<file path="config.mk">
export PLATFORM = sky130hd
export DESIGN_NAME = led_pattern_bank_flat
export DESIGN_NICKNAME = d
export VERILOG_FILES = /design/src/rtl/led_pattern_bank_if.sv /design/src/rtl/led_pattern_bank.sv /design/src/flat_wrapper.sv
export SDC_FILE = /design/constraint.sdc
export NUM_CORES = 1
export LEC_CHECK = 0
export BUFFER_PORTS_ARGS = -buffer_cell sky130_fd_sc_hd__buf_2
export CAP_MARGIN = 40
export CORE_MARGIN = 2
export CORE_UTILIZATION = 25
export DETAILED_ROUTE_END_ITERATION = 7
export PLACE_DENSITY = 0.36
export SETUP_SLACK_MARGIN = 0.1
export SLEW_MARGIN = 20
export SYNTH_ARGS = -nofsm -noshare
export SYNTH_HDL_FRONTEND = slang
export SYNTH_SLANG_ARGS = --single-unit
</file>
<file path="constraint.sdc">
create_clock -name clk -period 9.8 [get_ports clk]
set_clock_uncertainty 0.15 [all_clocks]
set_input_delay 1.47 -clock clk [delete_from_list [all_inputs] [get_ports clk]]
set_output_delay 1.47 -clock clk [all_outputs]
set_load 0.03 [all_outputs]
</file>
<file path="src/rtl/led_pattern_bank_if.sv">
// Configuration and sync bus for led_pattern_bank.
// The sequencer (master) drives every signal and the LED bank (slave) samples them.
interface led_pattern_bank_if #(
    parameter int CHANNELS = 4,
    parameter int PERIOD_W = 16,
    parameter int SEL_W    = (CHANNELS > 1) ? $clog2(CHANNELS) : 1
);
    logic                cfg_we;
    logic [SEL_W-1:0]    cfg_sel;
    logic [1:0]          cfg_mode;
    logic [PERIOD_W-1:0] cfg_period;
    logic [PERIOD_W-1:0] cfg_duty;
    logic                sync;

    modport master (output cfg_we, cfg_sel, cfg_mode, cfg_period, cfg_duty, sync);
    modport slave  (input  cfg_we, cfg_sel, cfg_mode, cfg_period, cfg_duty, sync);
endinterface

</file>
<file path="src/rtl/led_pattern_bank.sv">
// Multi-channel LED driver. Each channel runs OFF/ON/BLINK/PWM from its own period and duty,
// and is loaded over a single-cycle write port. sync restarts every channel in phase.
//
//   mode       | meaning
//   MODE_OFF   | led held 0, counter idle
//   MODE_ON    | led held 1, counter idle
//   MODE_BLINK | led toggles on every counter wrap
//   MODE_PWM   | led high while the next count is below duty
module led_pattern_bank #(
    parameter int CHANNELS = 4,
    parameter int PERIOD_W = 16,
    parameter int SEL_W    = (CHANNELS > 1) ? $clog2(CHANNELS) : 1
) (
    input  logic                clk,
    input  logic                reset,
    led_pattern_bank_if.slave   cfg,
    output logic [CHANNELS-1:0] led,
    output logic [CHANNELS-1:0] wrap
);
    typedef enum logic [1:0] {
        MODE_OFF   = 2'd0,
        MODE_ON    = 2'd1,
        MODE_BLINK = 2'd2,
        MODE_PWM   = 2'd3
    } mode_t;

    mode_t               mode_q   [CHANNELS];
    logic [PERIOD_W-1:0] period_q [CHANNELS];
    logic [PERIOD_W-1:0] duty_q   [CHANNELS];
    logic [PERIOD_W-1:0] cnt_q    [CHANNELS];
    logic [PERIOD_W-1:0] cnt_nxt  [CHANNELS];
    logic [CHANNELS-1:0] hit;
    logic [CHANNELS-1:0] last;

    function automatic logic init_led(input mode_t m, input logic [PERIOD_W-1:0] d);
        case (m)
            MODE_ON:  return 1'b1;
            MODE_PWM: return d != '0;
            default:  return 1'b0;
        endcase
    endfunction

    // An out-of-range select matches no channel, so invalid writes vanish here.
    always_comb begin
        hit  = '0;
        last = '0;
        for (int i = 0; i < CHANNELS; i++) begin
            hit[i]     = cfg.cfg_we && (cfg.cfg_sel == SEL_W'(i));
            last[i]    = (cnt_q[i] == period_q[i] - PERIOD_W'(1));
            cnt_nxt[i] = last[i] ? '0 : cnt_q[i] + PERIOD_W'(1);
        end
    end

    always_ff @(posedge clk) begin
        if (reset) begin
            for (int i = 0; i < CHANNELS; i++) begin
                mode_q[i]   <= MODE_OFF;
                period_q[i] <= '0;
                duty_q[i]   <= '0;
                cnt_q[i]    <= '0;
                led[i]      <= 1'b0;
                wrap[i]     <= 1'b0;
            end
        end else begin
            for (int i = 0; i < CHANNELS; i++) begin
                if (hit[i] || cfg.sync) begin
                    cnt_q[i] <= '0;
                    wrap[i]  <= 1'b0;
                    if (hit[i]) begin
                        mode_q[i]   <= mode_t'(cfg.cfg_mode);
                        period_q[i] <= cfg.cfg_period;
                        duty_q[i]   <= cfg.cfg_duty;
                        led[i]      <= init_led(mode_t'(cfg.cfg_mode), cfg.cfg_duty);
                    end else begin
                        led[i]      <= init_led(mode_q[i], duty_q[i]);
                    end
                end else begin
                    case (mode_q[i])
                        MODE_OFF: begin
                            cnt_q[i] <= '0;
                            wrap[i]  <= 1'b0;
                            led[i]   <= 1'b0;
                        end
                        MODE_ON: begin
                            cnt_q[i] <= '0;
                            wrap[i]  <= 1'b0;
                            led[i]   <= 1'b1;
                        end
                        default: begin
                            // period 0 pauses the channel: everything holds.
                            if (period_q[i] != '0) begin
                                cnt_q[i] <= cnt_nxt[i];
                                wrap[i]  <= last[i];
                                if (mode_q[i] == MODE_BLINK) begin
                                    if (last[i]) led[i] <= ~led[i];
                                end else begin
                                    led[i] <= (cnt_nxt[i] < duty_q[i]);
                                end
                            end
                        end
                    endcase
                end
            end
        end
    end
endmodule

</file>
<file path="src/flat_wrapper.sv">
// flat-port wrapper written by rule: the top's interface ports become plain ports
module led_pattern_bank_flat 
#(
    parameter int CHANNELS = 4,
    parameter int PERIOD_W = 16,
    parameter int SEL_W    = (CHANNELS > 1) ? $clog2(CHANNELS) : 1
)
  (clk, reset, led, wrap, cfg_cfg_we, cfg_cfg_sel, cfg_cfg_mode, cfg_cfg_period, cfg_cfg_duty, cfg_sync);
  led_pattern_bank_if #(.CHANNELS(CHANNELS), .PERIOD_W(PERIOD_W), .SEL_W(SEL_W)) cfg_i ();
  input  logic clk;
  input  logic reset;
  output logic [CHANNELS-1:0] led;
  output logic [CHANNELS-1:0] wrap;
  input wire logic [$bits(cfg_i.cfg_we)-1:0] cfg_cfg_we;
  input wire logic [$bits(cfg_i.cfg_sel)-1:0] cfg_cfg_sel;
  input wire logic [$bits(cfg_i.cfg_mode)-1:0] cfg_cfg_mode;
  input wire logic [$bits(cfg_i.cfg_period)-1:0] cfg_cfg_period;
  input wire logic [$bits(cfg_i.cfg_duty)-1:0] cfg_cfg_duty;
  input wire logic [$bits(cfg_i.sync)-1:0] cfg_sync;
  assign cfg_i.cfg_we = cfg_cfg_we;
  assign cfg_i.cfg_sel = cfg_cfg_sel;
  assign cfg_i.cfg_mode = cfg_cfg_mode;
  assign cfg_i.cfg_period = cfg_cfg_period;
  assign cfg_i.cfg_duty = cfg_cfg_duty;
  assign cfg_i.sync = cfg_sync;
  led_pattern_bank #(.CHANNELS(CHANNELS), .PERIOD_W(PERIOD_W), .SEL_W(SEL_W)) u_core (.clk(clk), .reset(reset), .cfg(cfg_i), .led(led), .wrap(wrap));
endmodule
</file>
## Yosys cells after proc, flatten, opt, wreduce, memory -nomap -nowiden

Memories as Yosys holds them, arrays and structs flattened.
Index checks and enable logic that the tools add are counted.

| word-level totals | value |
|---|---|
| bits in latches | 0 |
| register bits after elaboration | 8 |
| RAM bits | 200 |
| word-level logic and storage cells | 262 |
| memory bits (read-only) | 0 |
| memories | 4 |
| input bits | 40 |
| output and inout bits | 8 |

Memories:

| memory | words | width | read ports | clocked after memory_dff | wr ports | line | RTL |
|---|---|---|---|---|---|---|---|
| u_core.cnt_q | 4 | 16 | 4 | 0 | 4 | led_pattern_bank.sv:30 | `logic [PERIOD_W-1:0] cnt_q [CHANNELS];` |
| u_core.duty_q | 4 | 16 | 4 | 0 | 4 | led_pattern_bank.sv:29 | `logic [PERIOD_W-1:0] duty_q [CHANNELS];` |
| u_core.period_q | 4 | 16 | 4 | 0 | 4 | led_pattern_bank.sv:28 | `logic [PERIOD_W-1:0] period_q [CHANNELS];` |
| u_core.mode_q | 4 | 2 | 4 | 0 | 4 | led_pattern_bank.sv:27 | `mode_t mode_q [CHANNELS];` |

| cells by class | value |
|---|---|
| bitwise operators | 32 |
| eq/ne operators | 25 |
| magnitude comparators | 4 |
| reductions and logical operators | 38 |
| mux-type cells | 143 |
| add/sub/neg operators | 8 |
| shift-type cells | 0 |
| divide/modulo/power cells | 0 |
| multiply operators | 0 |

Operators with widths:

| kind | number |
|---|---|
| 2-to-1 mux 16 bit | 28 |
| nonzero test 16 bit | 9 |
| 2-to-1 mux 1 bit | 102 |
| adder 16 x 1 -> 16 bit (second input constant) | 4 |
| == test 16 bit | 4 |
| less-than comparator 16 bit | 4 |
| subtractor 16 x 1 -> 16 bit (second input constant) | 4 |
| bitwise OR 1 bit | 28 |
| == test 2 bit (second input constant) | 11 |
| != test 5 x 3 -> 1 bit (second input constant) | 4 |
| case mux 1 bit (2 select lines) | 9 |
| nonzero test 4 bit | 4 |
| OR reduction 4 bit | 4 |
| == test 2 x 1 -> 1 bit (second input constant) | 6 |
| logical NOT 2 bit | 5 |
| 2-to-1 mux 2 bit | 4 |
| AND reduction 2 bit | 4 |
| OR reduction 2 bit | 4 |
| logical AND 1 bit | 4 |
| logical OR 1 bit | 4 |
| inverter 1 bit | 4 |

## Logic depth before layout (Yosys ltp)

Gate-level depths: netlist (run 1).

| logic depth | value |
|---|---|
| depth after elaboration | 10 |
| gate-level depth with buffers | 21 |
| gate-level depth less buffers | 18 |

## Least setup slack after synthesis (run 1)

OpenSTA, ideal clock, no wires.

| path | value |
|---|---|
| path kind | register to register |
| from | memory u_core.period_q[1][7] |
| to | register u_core.led[1] |
| buffers on the path | 2 |
| setup time | 0.133 ns |
| data required time | 9.517 ns |
| data arrival time | 4.388 ns |
| path slack | 5.129 ns |
| cell stages (with the launch flop) | 18 |
| clock period less this slack | 4.671 ns |
| path through | edfxtp_1 > or4_4 > or3_4 > or4_4 > a221oi_2 > and3_1 > buf_6 > buf_2 > nor2_1 > ha_1 > and4_1 > nand3_1 > a2111oi_0 > o41ai_1 > a32oi_1 > a21oi_1 > a221oi_1 > a311oi_2 |

RTL lines:

| item | line | RTL |
|---|---|---|
| from (decl) | led_pattern_bank.sv:28 |  |
| to (signal, indexed assignment) | led_pattern_bank.sv:73 | `led[i] <= init_led(mode_t'(cfg.cfg_mode), cfg.cfg_duty);` |
| to (signal, indexed assignment) | led_pattern_bank.sv:75 | `led[i] <= init_led(mode_q[i], duty_q[i]);` |
| to (signal, indexed assignment) | led_pattern_bank.sv:95 | `if (last[i]) led[i] <= ~led[i];` |
| to (decl) | led_pattern_bank.sv:17 | `output logic [CHANNELS-1:0] led,` |

==> summary.md, run 1 <==
| Metric | Value |
|---|---|
| # clock sinks | `208` |
| Vias | `10300` |
| Die Footprint | `55700 sq um` |
| Slew Viols, Final | `0` |
| Maxcap violations | `0` |
| Max incr delay on CP | `0.57 ns` |
| Top Family by Delay on Critical Path | `simple AND/OR/NAND/NOR gates` |
| Routed len/inst | `20.1 um` |
| Initial antenna violation count | `10` |
| Die height | `236 um` |
| Post-synth cell types | `81` |
| R2r worst-path depth | `18` |
| Crit path depth | `18` |
| Hold Path Class | `flip-flop to flip-flop` |
| Hold Slack | `0.326 ns` |
| WP data required | `10.08 ns` |
| Hpwl dp | `31800 um` |
| P_sw | `590 uW` |
| RSZ-0062 raised after global routing | `no` |
| Layout cells sized above 1 | `0.0927` |
| Vias in the first global route | `10400` |
| H-tree depth | `1` |
| Largest net degree at the start of global routing | `74` |
| CP Launch Point | `u_core.period_q[1][0]` |
| CP startpoint kind | `flip-flop` |
| Postcts setup bufs | `0` |
| Comb pwr share | `0.097` |
| Kind of critical path | `flip-flop to flip-flop` |
| Relative slew slack | `0.482` |
| Final setup viols | `0` |
| Hold Crit Start | `u_core.wrap[1]` |
| Initial Util | `0.251` |
| Drt via density | `4.86` |
| CTS tree | `done` |
| # placed instances | `2068` |
| Root buffer cell | `clkbuf_16` |
| Number of flops mapped to enable cells by yosys | `200` |
| Inserted Clock Buffers | `27` |
| Non-Filler Instances | `2126` |
| Fmax | `190 MHz` |
| Most frequent cells in the layout | `edfxtp_1, nor2_1, and3_1` |
| Ports | `48` |
| Part of the power in registers | `0.471` |
| Most common library cell in the layout ignoring fill and taps | `edfxtp_1` |
| WP data arrival | `5.53 ns` |
| Clock Latency Late Sink | `0.56 ns` |
| Crit-path cells | `inv_1 > ha_1 > nor3b_1 > nand2_1 > or3b_2 > a221oi_2 > and3_1 > buf_4 > nor2_1 > ha_1 > and4_1 > nand3_1 > a2111oi_0 > o41ai_1 > a32oi_1 > a21oi_1 > a221oi_1 > a311oi_2` |
| Layout area overhead | `14.3%` |
| FF-to-FF setup slack | `4.54 ns` |
| Leak Pwr | `0.00605 uW` |
| Std-Cell Core Area | `53500 sq um` |
| Post_cts resized | `0` |
| Pwr Density | `148 nW/um^2` |
| Buffers on Ports | `47` |
| Synthesis Warnings | `0` |
| Grt total ovfl | `0` |
| Max VDD drop | `120 uV` |
| Clk pwr share | `0.433` |
| Maximum fanout along the worst path | `27` |
| Sw frac | `0.260` |
| Final ANT Viol Nets | `0` |
| Sequential area share after synthesis | `0.459` |
| #FFs+latches synth | `208` |
| Die span in x | `236 um` |
| Ys async rst share | `0` |
| DRC | `0` |
| Buf+Inv Stages, Crit Path | `2` |
| Cell Area, Synth | `13400 sq um` |
| Top cell by count, worst path | `ha_1` |
| Worst Hold Depth | `2` |
| Maximum buffer depth of the clock tree | `3` |
| Layout net count | `1512` |
| Clock transition at the registers of the reported paths | `0.06 ns` |
| Drt total wl | `42800 um` |
| Row count | `85` |
| Global Route Usage Sum | `0.154` |
| Crit path max-delay cell type | `nor3b_1` |
| Critical register-to-register path startpoint | `u_core.period_q[1][0]` |
| Routability cong. | `0.798` |
| Hold Buf Count CTS | `0` |
| DR iter-0 viols | `749` |
| Pint | `1680 uW` |
| Pre-antenna DRT Iters | `5` |
| Final min period | `5.26 ns` |
| Main flop type after synthesis | `edfxtp_1` |
| Setup crit end kind | `flip-flop` |
| Setup total negative slack | `0 ns` |
| Post-synthesis cell count | `1367` |
| Fin. Hold Viols | `0` |
| Worst slew pin tran | `0.767 ns` |
| Final Cycle Share | `0.536` |
| Mapped Nets | `1475` |
| Mean Syn Cell Area | `9.84 sq um` |
| Status | `completed` |
| Global-route wire length before repair | `65400 um` |
==> flip-flops by register name, indices dropped and copies added, names as in the netlist <==
register	flops
u_core.mode_q	8
u_core.cnt_q	64
u_core.period_q	64
u_core.duty_q	64
u_core.led	4
u_core.wrap	4
==> stage by stage <==
step / util / setup WS [ns] / cell area, sq um / power (uW)
after floorplan: - / 5.13 / 13400 / 1210
after global placement: 0.270 / 4.69 / 14400 / 1310
after detailed placement: 0.270 / 4.59 / 14500 / 1310
after CTS: 0.286 / 4.56 / 15300 / 2310
after global routing: 0.287 / 4.07 / 15300 / 2370
final: 0.287 / 4.54 / 15400 / 2270
==> power groups by stage <==
| stage | clock, uW | sequential [uW] | combinational [uW] |
|---|---|---|---|
| floorplan | 0 | 1070 | 141 |
| global placement | 0 | 1090 | 220 |
| detailed placement | 0 | 1090 | 219 |
| CTS | 1010 | 1070 | 220 |
| global route | 1050 | 1080 | 246 |
| finish | 984 | 1070 | 220 |
==> worst reg2reg max path: cells and delay by family, from the launching register on <==
kind / cells / cell delay [ns]
AND/OR/NAND/NOR: 7 / 1.95
adder cells (fa/ha/maj): 2 / 0.49
AO/OA/AOI/OAI: 7 / 1.70
flip-flops: 1 / 0.45
buffers and inverters: 2 / 0.38
==> final timing paths <==
check / endpoint
max: u_core.led[1]
min: u_core.wrap[1]
max reg2reg: u_core.led[1]
min reg2reg: u_core.wrap[1]
==> routing by layer <==
| metal | track usage | wire length, um | vias up |
|---|---|---|---|
| met2 | 0.248 | 19200 | 191 |
| li1 | - | - | 5074 |
| met1 | 0.219 | 20800 | 5019 |
| met4 | 0.0290 | 706 | 2 |
| met5 | 0 | 8 | - |
| met3 | 0.0242 | 2070 | 42 |
==> cell usage after synthesis (32+ instances only) <==
cell	n	area, sq um
nor3_1	52	260
nor2_1	163	612
a21oi_1	32	160
nand3_1	48	240
inv_1	89	334
nand2_1	64	240
clkbuf_1	48	180
ha_1	68	851
edfxtp_1	200	6010
and2_1	41	257
and3_1	119	744
xnor2_1	82	718
xor2_1	49	429
==> area by class of cell <==
class / count / area, sq um
inverter: 90 / 338
tap: 696 / 871
sequential: 208 / 6170
multi-input combinational: 1011 / 6710
clock buffer: 43 / 766
clock inverter: 6 / 85.1
fill: 5640 / 38100
timing repair buffer: 66 / 414
antenna: 6 / 15.0
==> kinds of logic (layout without fill, tap and decap cells) <==
group | count (synthesis) | after routing | share of synthesized area
simple gates | 648 | 648 | 0.261
flops | 208 | 208 | 0.459
compound gates | 148 | 148 | 0.0769
buf+inv | 148 | 205 | 0.0429
xor+xnor | 131 | 131 | 0.0853
fa+ha+maj | 68 | 68 | 0.0633
mux | 16 | 16 | 0.0122
other cells | 0 | 6 | 0
No activity file was read; power rests on OpenSTA's default activity.
==> run 2: changes to the inputs <==
==> constraint.sdc (replaced) <==
create_clock -name clk -period 5.4 [get_ports clk]
set_clock_uncertainty 0.15 [all_clocks]
set_input_delay 0.81 -clock clk [delete_from_list [all_inputs] [get_ports clk]]
set_output_delay 0.81 -clock clk [all_outputs]
set_load 0.03 [all_outputs]
==> run 2 against run 1 <==
Effect of this change: highest routed layer unchanged; utilization grew 0.19 points; die area is the same; hold slack lost 0.0046 ns; final area grew 0.66%; setup slack lost 4.0 ns; critical path type unchanged; count of clock-buffer cells in the layout shrank 10.
==> summary.md, run 2 (synthesis gave the netlist of run 1 again) <==
| Metric | Value |
|---|---|
| Final min period | `4.84 ns (-0.414 ns)` |
| RSZ-0062 raised after global routing | `no` |
| DRC | `0 (unchanged)` |
| Comb pwr share | `0.099 (+0.002)` |
| Leak Pwr | `0.00611 uW (+1.0%)` |
| Clock transition at the registers of the reported paths | `0.06 ns (about the same)` |
| Final Cycle Share | `0.897 (+0.360)` |
| Setup crit end kind | `flip-flop` |
| Drt via density | `4.87 (+0.18%)` |
| Setup ws final | `0.559 ns (-3.99 ns)` |
| Clk pwr share | `0.425 (-0.008)` |
| Status | `completed` |
| Routed len/inst | `20.0 um (-0.73%)` |
| Slew Viols, Final | `0 (unchanged)` |
| Root buffer cell | `clkbuf_16` |
| Part of the power in registers | `0.476 (+0.005)` |
| Biggest regs | `u_core.cnt_q x64, u_core.duty_q x64, u_core.period_q x64` |
| Most common library cell in the layout ignoring fill and taps | `edfxtp_1` |
| Maxcap violations | `0 (unchanged)` |
| Ports | `48 (unchanged)` |
| CTS tree | `done` |
| Maximum buffer depth of the clock tree | `3 (unchanged)` |
| Initial antenna violation count | `11 (+1)` |
| Routability cong. | `0.798 (about the same)` |
| R2r worst-path depth | `18 (unchanged)` |
| Drt total wl | `42700 um (-0.31%)` |
| Pre-CTS setup slack | `0.304 ns (-4.29 ns)` |
| Pint | `3010 uW (+79%)` |
| P_sw | `1060 uW (+80%)` |
| Die Footprint | `55700 sq um (unchanged)` |
| Max VDD drop | `199 uV (+66%)` |
| Fin. Hold Viols | `0 (unchanged)` |
| Vias in the first global route | `10400 (-0.077%)` |
| Fmax | `207 MHz (+8.6%)` |
| Worst slew pin tran | `0.840 ns (+0.0730 ns)` |
| Hold Path Class | `flip-flop to flip-flop` |
| Vias | `10400 (+0.60%)` |
| Inserted Clock Buffers | `26 (-3.7%)` |
| # clock sinks | `208 (unchanged)` |
| Setup total negative slack | `0 ns (unchanged)` |
| WP data arrival | `5.13 ns (-0.40 ns)` |
| Relative slew slack | `0.432 (-0.0494)` |
| Global Route Usage Sum | `0.152 (-0.00214)` |
| Layout net count | `1520 (+0.53%)` |
| Kind of critical path | `flip-flop to flip-flop` |
| Layout area overhead | `15.0%` |
| WP data required | `5.69 ns (-4.39 ns)` |
| Die span in x | `236 um (unchanged)` |
| Maximum fanout along the worst path | `29 (+7.4%)` |
| Row count | `85 (unchanged)` |
| Pwr Density | `263 nW/um^2 (+78%)` |
| Most frequent cells in the layout | `edfxtp_1, nor2_1, and3_1` |
| Layout cells sized above 1 | `0.102 (+0.00933)` |
| DR iter-0 viols | `750 (+0.13%)` |
| CP startpoint kind | `flip-flop` |
| Buffers on Ports | `47 (unchanged)` |
| Pre-antenna DRT Iters | `7 (+2)` |
| Global-route wire length before repair | `64800 um (-0.95%)` |
| Hpwl dp | `31800 um (+0.23%)` |
| Final ANT Viol Nets | `0 (unchanged)` |
| Grt total ovfl | `0 (unchanged)` |
| H-tree depth | `1 (unchanged)` |
| Clock Latency Late Sink | `0.55 ns (about the same)` |
| Initial Util | `0.251 (unchanged)` |
| Largest net degree at the start of global routing | `69 (-6.8%)` |
| Sw frac | `0.260 (+0.000811)` |
| Std-Cell Core Area | `53500 sq um (unchanged)` |
| Die height | `236 um (unchanged)` |
| Final setup viols | `0 (unchanged)` |
| Worst Hold Depth | `2 (unchanged)` |
[run 2: changes by cell type in the layout (fill, tap and decap cells not counted), moves of 2 or more]
cell | previous run | this run
buf_12 | 0 | 3
clkinv_1 | 1 | 5
diode_2 | 6 | 8
clkbuf_8 | 3 | 1
buf_4 | 13 | 20
clkinv_2 | 1 | 7
clkbuf_1 | 13 | 5
a2111oi_2 | 0 | 2
a2111oi_0 | 5 | 3
[run 2: per-layer routing]
metal / vias up / track usage / part of all wire
met5: - / 0 / 0.00023
met4: 2 / 0.0317 / 0.018
met3: 41 / 0.0308 / 0.061
met2: 203 / 0.242 / 0.45
met1: 5043 / 0.213 / 0.47
li1: 5101 / - / -
[run 2: timing repair]
item                                    CTS  global route
buffers inserted                          0             4
hold buffers                              0             0
endpoints found under the setup margin    0             3
gates resized for setup                   0             5
[run 2: final cells by class]
class                      instances  area [sq um]
tap                              696           871
sequential                       208          6170
multi-input combinational       1011          6720
timing repair buffer              75           526
fill                            5634         38000
clock buffer                      33           708
clock inverter                    14           114
antenna                            8          20.0
inverter                          90           338
[run 2: worst paths after layout]
| path | startpoint | to | slack (ns) |
|---|---|---|---|
| setup / recovery | u_core.period_q[3][0] | u_core.led[3] | 0.56 |
| hold / removal | u_core.wrap[1] | u_core.wrap[1] | 0.32 |
| setup reg to reg | u_core.period_q[3][0] | u_core.led[3] | 0.56 |
| hold reg to reg | u_core.wrap[1] | u_core.wrap[1] | 0.32 |
[run 2: worst max-delay path, stage by stage, from the launching register on]
cell and delay [ns]:
edfxtp_1 0.44, inv_1 0.08, ha_1 0.20, or4b_2 0.67
or4_1 0.57, xnor2_1 0.16, a211oi_1 0.20, nand4_1 0.23
nor2_1 0.14, buf_4 0.30, nor2_1 0.12, ha_1 0.31
nand4_1 0.12, nor3_1 0.27, o21ai_0 0.16, a21oi_1 0.14
o21ai_0 0.09, a21o_1 0.19, a31o_1 0.20
[run 2: power groups by stage]
stage	Combinational, uW	Sequential [uW]	Clock [uW]
after global placement	400	1980	0
final	404	1940	1730
after global routing	448	1950	1840
after floorplan	255	1940	0
after detailed placement	403	1980	0
after CTS	405	1940	1780
[run 2: stage by stage]
step	hold WS (ns)	std cells	area (sq um)	utilization	power [uW]
6_report	0.322	2135	15500	0.289	4070
5_1_grt	0.359	2127	15400	0.289	4240
4_1_cts	0.331	2121	15300	0.287	4120
3_5_place_dp	0.322	2074	14500	0.272	2380
3_3_place_gp	0.318	2071	14500	0.271	2380
2_1_floorplan	0.426	1367	13400	-	2200
